--- src/rtl/jtcop_objdma.sv ---
// Object-table DMA: copies 2^AW words of object RAM into the hidden bank of a
// double-buffered sprite table, yielding the shared read port to the CPU.
module jtcop_objdma #(
    parameter int AW = 10
) (
    input  logic          clk,
    input  logic          rst_n,
    input  logic          obj_copy,
    input  logic          cpu_cs,
    output logic [AW-1:0] src_addr,
    output logic          src_rd,
    input  logic [15:0]   src_data,
    output logic [AW:0]   dst_addr,
    output logic [15:0]   dst_data,
    output logic          dst_we,
    output logic          disp_bank,
    output logic          busy,
    output logic          done
);

    typedef enum logic [1:0] {
        IDLE  = 2'd0,
        COPY  = 2'd1,
        DRAIN = 2'd2
    } state_t;

    state_t        state, state_nx;
    logic [AW:0]   rd_cnt;
    logic          pending;
    logic          rd_v1;
    logic [AW-1:0] rd_addr1;
    logic          last_rd, last_wr, restart;

    assign last_rd = src_rd && (rd_cnt[AW-1:0] == {AW{1'b1}});
    // The final write is the one with nothing left behind it in the data stage.
    assign last_wr = (state == DRAIN) && dst_we && !rd_v1;
    // A request landing on the completion edge folds into the restart decision.
    assign restart = pending || obj_copy;

    // NOTE: sequential state uses <= so every register samples pre-edge values.
    always_ff @(posedge clk or negedge rst_n) begin
        if (!rst_n) state <= IDLE;
        else        state <= state_nx;
    end

    // NOTE: state_nx gets a default before the case so no path infers a latch.
    always_comb begin
        state_nx = state;
        case (state)
            IDLE:    if (obj_copy) state_nx = COPY;
            COPY:    if (last_rd)  state_nx = DRAIN;
            DRAIN:   if (last_wr)  state_nx = restart ? COPY : IDLE;
            default: state_nx = IDLE;
        endcase
    end

    always_comb begin
        busy     = (state != IDLE);
        src_rd   = (state == COPY) && !cpu_cs && !rd_cnt[AW];
        src_addr = rd_cnt[AW-1:0];
    end

    always_ff @(posedge clk or negedge rst_n) begin
        if (!rst_n) begin
            rd_cnt    <= '0;
            pending   <= 1'b0;
            done      <= 1'b0;
            disp_bank <= 1'b0;
            rd_v1     <= 1'b0;
            rd_addr1  <= '0;
            dst_we    <= 1'b0;
            dst_data  <= '0;
            dst_addr  <= '0;
        end else begin
            if (state_nx == COPY && state != COPY)
                rd_cnt <= '0;
            else if (src_rd)
                rd_cnt <= rd_cnt + {{AW{1'b0}}, 1'b1};

            if (last_wr)
                pending <= 1'b0;
            else if (busy && obj_copy)
                pending <= 1'b1;

            done <= last_wr;
            if (last_wr)
                disp_bank <= ~disp_bank;

            // Read issued in t, data captured at end of t+1, written in t+2.
            rd_v1 <= src_rd;
            if (src_rd)
                rd_addr1 <= src_addr;
            dst_we <= rd_v1;
            if (rd_v1) begin
                dst_data <= src_data;
                dst_addr <= {~disp_bank, rd_addr1};
            end
        end
    end

endmodule

--- config.mk ---
export PLATFORM = sky130hd
export DESIGN_NAME = jtcop_objdma
export DESIGN_NICKNAME = d
export VERILOG_FILES = /design/src/rtl/jtcop_objdma.sv
export SDC_FILE = /design/constraint.sdc
export NUM_CORES = 1
export LEC_CHECK = 0
export CAP_MARGIN = 10
export CORE_MARGIN = 2
export CORE_UTILIZATION = 47
export CTS_CLUSTER_DIAMETER = 60
export DETAILED_ROUTE_END_ITERATION = 8
export PLACE_DENSITY_LB_ADDON = 0.2
export SYNTH_ARGS = -nofsm -noshare
export SYNTH_HDL_FRONTEND = slang
export SYNTH_SLANG_ARGS = --single-unit
--- constraint.sdc ---
create_clock -name clk -period 2.8 [get_ports clk]
set_clock_uncertainty 0.1 [all_clocks]
set_input_delay 0.28 -clock clk [delete_from_list [all_inputs] [get_ports clk]]
set_output_delay 0.28 -clock clk [all_outputs]
set_load 0.005 [all_outputs]
== After elaboration in Yosys (flattened, before gate mapping) ==
Index checks and enable logic that the tools add are counted.

* Logic and storage cells: 41
* Register bits: 55
* Bits in read-only memories: 0
* Latch bits: 0
* Output and inout port bits: 42
* RAM bits: 0
* Memories kept: 0
* Input bits: 20

* Divide/modulo/power cells: 0
* Bitwise logic cells: 1
* Multiply operators: 0
* Equal/unequal tests: 5
* Multiplexer cells: 9
* Reduce and logical (&&, ||, !) cells: 15
* Order comparisons: 0
* Add/sub/neg operators: 1
* Shifts and indexed selects: 0

{| class="wikitable"
|+ Operators with widths
! operator !! count
|-
| 2-to-1 mux 11 bit || 2
|-
| adder 11 x 1 -> 11 bit (second input constant) || 1
|-
| equality test 10 bit (second input constant) || 1
|-
| logical AND 1 bit || 7
|-
| 2-to-1 mux 2 bit || 3
|-
| one-hot mux 2 bit (3 select lines) || 1
|-
| nonzero test 2 bit || 3
|-
| equality test 2 x 1 -> 1 bit (second input constant) || 2
|-
| logical NOT 1 bit || 3
|-
| 2-to-1 mux 1 bit || 3
|-
| equality test 2 bit (second input constant) || 1
|-
| logical NOT 2 bit || 1
|-
| != test 2 x 1 -> 1 bit (second input constant) || 1
|-
| logical OR 1 bit || 1
|-
| NOT 1 bit || 1
|}

== Depth between registers and ports, before layout ==
* Depth in word-level cells: 9
* Gate-level depth with buffers: 6

== Least setup slack after synthesis ==
OpenSTA, ideal clock, no wires.

* Kind: register to register
* Start: register state[1]
* End: register state[0]
* Required time: 2.580 ns
* Library setup time: 0.120 ns
* Stages on the path, launching flop included: 5
* Arrival time: 1.795 ns
* Slack: 0.786 ns
* Cell sequence: dfrtp_1 or4b_1 buf_2 or4_4 a31o_1

* Word-level cells in the longest chain between the ends: 6

{| class="wikitable"
|+ Ends and longest elaborated chain
! what !! RTL line !! text
|-
| from (decl) || 27 || <nowiki>state_t state, state_nx;</nowiki>
|-
| from (signal assigned) || 43 || <nowiki>else state <= state_nx;</nowiki>
|-
| equality test 2 x 1 -> 1 bit || 49, 59 ||
|-
| logical AND 1 bit (2 in series) || 59 || <nowiki>src_rd = (state == COPY) && !cpu_cs && !rd_cnt[AW];</nowiki>
|-
| logical AND 1 bit || 34 || <nowiki>assign last_rd = src_rd && (rd_cnt[AW-1:0] == {AW{1'b1}});</nowiki>
|-
| 2-to-1 mux 2 bit || 51 || <nowiki>COPY: if (last_rd) state_nx = DRAIN;</nowiki>
|-
| one-hot mux 2 bit (3 select lines) (*) || 49 || <nowiki>case (state)</nowiki>
|-
| named net state_nx[0] || 27 ||
|}

Mark *: on every way through the listed nets, which the timed path passes. The rest lies on a longest branch.
A chain may end at the register's enable or synchronous reset.

== Final worst setup path ==
* Start: register state[1]
* End: output port src_rd

* Word-level cells in the longest chain between the ends: 3

{| class="wikitable"
|+ Ends and longest elaborated chain
! what !! RTL line !! text
|-
| equality test 2 x 1 -> 1 bit || 59 ||
|-
| logical AND 1 bit (2 in series) || 59 ||
|-
| to (decl) || 11 || <nowiki>output logic src_rd,</nowiki>
|}

No other way between the ends.

==> impl_metrics.py <==
metrics = {
    "status": {
        "status": "completed",
    },
    "critical_path": {
        "end_kind": "output pin",
        "worst-path-buf-inv": 2,
        "cp_top_family": "buffers and inverters",
        "critical_path.cell_chain": "or4b_1 > inv_2 > clkdlybuf4s50_1",
        "slowest_delay_ns": 0.60,
        "path_class": "register to output pin",
        "crit_fanout": 11,
        "cp-start-kind": "register",
        "slowest_stage": "or4b_1",
        "arrival_ns": 2.07,
        "worstPathRequired_ns": 2.42,
    },
    "logic_synthesis": {
        "yosysTopAreaCell": "dfrtp_1",
        "synth_area_um2": 2260,
        "ys_seq_area_frac": 0.610,
        "syn_inst": 190,
        "synth_edf_count": 0,
        "syn_area_per_cell_um2": 11.9,
        "synth_top_cell_area_share": 0.610,
        "synth_top_flop_cell": "dfrtp_1",
        "synth-seq-cells": 55,
        "ys_types": 37,
        "synthTopCellsByArea": "dfrtp_1 61%, mux2_2 13%, nand2_1 5.7%",
        "syn-num-nets": 211,
        "async_reset_ff_frac": 1.00,
        "ys_warn_count": 0,
    },
    "cts": {
        "ctsHoldBuffers": 1,
        "post_cts_buffers": 0,
        "clock_latency_ns": 0.30,
        "root_buffer": "clkbuf_8",
        "cts_buffers": 5,
        "h-tree-depth": 2,
        "clockBufferDepth": 2,
        "cts_tree": "built",
        "cts.clk_slew.worst_paths_ns": 0.09,
        "cts_sinks": 55,
        "cts_resized": 0,
    },
    "drt": {
        "viasPerCell": 5.31,
        "ant_nets": 0,
        "vias": 1599,
        "totalWireLength_um": 4370,
        "drcViolationCount": 0,
        "routedWlPerCell_um": 14.5,
        "firstDrtPassIters": 4,
        "drtIter0Drc": 75,
    },
    "global_route": {
        "grt_pass1_wl_um": 7120,
        "gr-usage-all-layers": 0.174,
        "grt_pass1_vias": 1524,
        "grt_max_degree": 29,
        "grt.overflow.total": 0,
        "antenna_found_initial": 0,
    },
    "timing": {
        "rsz0062_at_grt": "false",
        "slew_viol_final": 0,
        "relSlewSlack": 0.693,
        "tns_ns": 0,
        "setup_ws_ns": 0.348,
        "fmax_mhz": 408,
        "period_share": 0.876,
        "tightest_slew_ns": 0.449,
        "setup_viol": 0,
        "hold_violations": 0,
        "layout_min_cycle_time_ns": 2.45,
    },
    "placed_design": {
        "place_ws_ns": 0.480,
        "post-dp-hpwl_um": 3040,
        "placed_area_um2": 2870,
        "place_inst": 293,
        "gp_congestion": 0.847,
        "portBuffers": 61,
    },
    "power": {
        "p_leak_nw": 1.33,
        "power_w": 0.00234,
        "peakVddDrop_v": 0.000465,
        "power_density_nw_per_um2": 786,
    },
    "finish": {
        "final_common_cell": "clkdlybuf4s50_1",
        "drive_gt1_frac": 0.170,
        "post-route-cell-area_um2": 2980,
        "area_growth_syn_to_layout_pct": 32.1,
        "fin_nets": 268,
        "stdcell_count": 301,
        "final_cell_mix": "60 x clkdlybuf4s50_1, 55 x dfrtp_1, 34 x nand2_1",
        "num-fill-cells": 391,
        "antenna_cells": 0,
    },
    "floorplan": {
        "start_util": 0.481,
        "die_y_um": 73.3,
        "die_x_um": 73.3,
        "rows": 25,
        "dieArea_um2": 5370,
        "fp.coreArea_um2": 4690,
        "io_pins": 62,
    },
    "min_path": {
        "hp-class": "input pin to asynchronous set/reset pin",
    },
    "job": {
        "maxCapViolCount": 0,
    },
}
## worst paths after layout
| check | cells after the start | endpoint | startpoint | slack [ns] |
|---|---|---|---|---|
| max in group asynchronous | 3 | rd_v1 | rst_n | 1.65 |
| setup reg to reg | 4 | rd_cnt[7] | state[1] | 0.70 |
| hold reg to reg | 2 | rd_addr1[0] | rd_addr1[0] | 0.38 |
| hold / removal | 2 | dst_data[6] | rst_n | 0.34 |
| min in group clk | 2 | rd_addr1[0] | rd_addr1[0] | 0.38 |
| setup / recovery | 3 | src_rd | state[1] | 0.35 |
## per-stage QoR
stage               hold slack, ns   util
finish                       0.336  0.635
global route                 0.372  0.635
CTS                          0.349  0.635
detailed placement           0.138  0.611
global placement             0.139  0.611
floorplan                   -0.116      -
## worst register-to-register path, delay by kind of cell, from the launching register on
family	cells	cell delay, ns
AOI/OAI and AO/OA	1	0.15
and+or+nand+nor	2	1.12
DFF	1	0.43
buffers and inverters	1	0.24
## where the power goes
| group | switching, W | leakage (nW) | total, W | internal, W |
|---|---|---|---|---|
| clock | 0.000241 | 0.0513 | 0.000504 | 0.000263 |
| sequential | 0.000133 | 0.700 | 0.00111 | 0.000977 |
| combinational | 0.000270 | 0.583 | 0.000730 | 0.000460 |
| total | 0.000644 | 1.33 | 0.00234 | 0.00170 |
## flip-flops by register name, indices dropped and copies added, names as in the netlist, 2 cells and up
signal,count
dst_data,16
rd_cnt,11
rd_addr1,10
dst_addr,11
state,2
## kinds of logic (layout without fill, tap and decap cells)
family / after synthesis / count (layout) / share of synthesized area
AO/OA/AOI/OAI: 23 / 23 / 0.0626
XOR/XNOR: 2 / 2 / 0.00776
AND/OR/NAND/NOR: 59 / 59 / 0.125
multiplexers: 27 / 27 / 0.134
flip-flops: 55 / 55 / 0.610
buffers and inverters: 23 / 80 / 0.0554
adder cells (fa/ha/maj): 1 / 1 / 0.00554
## routing by layer
metal | vias up | routed length (µm) | track usage | share of wire
met2 | 42 | 2170 | 0.290 | 0.50
li1 | 761 | - | - | -
met4 | 0 | 25 | 0.0424 | 0.0057
met1 | 794 | 1930 | 0.222 | 0.44
met3 | 2 | 242 | 0.0535 | 0.055
met5 | - | 0 | 0 | 0
## synthesized netlist by cell type (2+ instances only)
cell	number
or3_1	3
o21ai_0	3
a21oi_1	11
mux2_2	26
nand3_1	4
clkbuf_1	4
buf_4	10
nand2_1	34
nor2_1	4
inv_1	4
nor4_1	2
dfrtp_1	55
a31oi_1	2
buf_1	3
and3_1	2
a311oi_1	2
## area by class of cell
type / count / area (µm²) / area share
well taps: 54 / 67.6 / 0.0227
flip-flops and latches: 55 / 1380 / 0.462
inverters: 5 / 18.8 / 0.00629
multi-input cells: 112 / 756 / 0.253
clock buffers: 6 / 72.6 / 0.0243
clock inverters: 1 / 30.0 / 0.0101
repair buffers: 68 / 661 / 0.222
No activity file was read; power rests on OpenSTA's default activity.
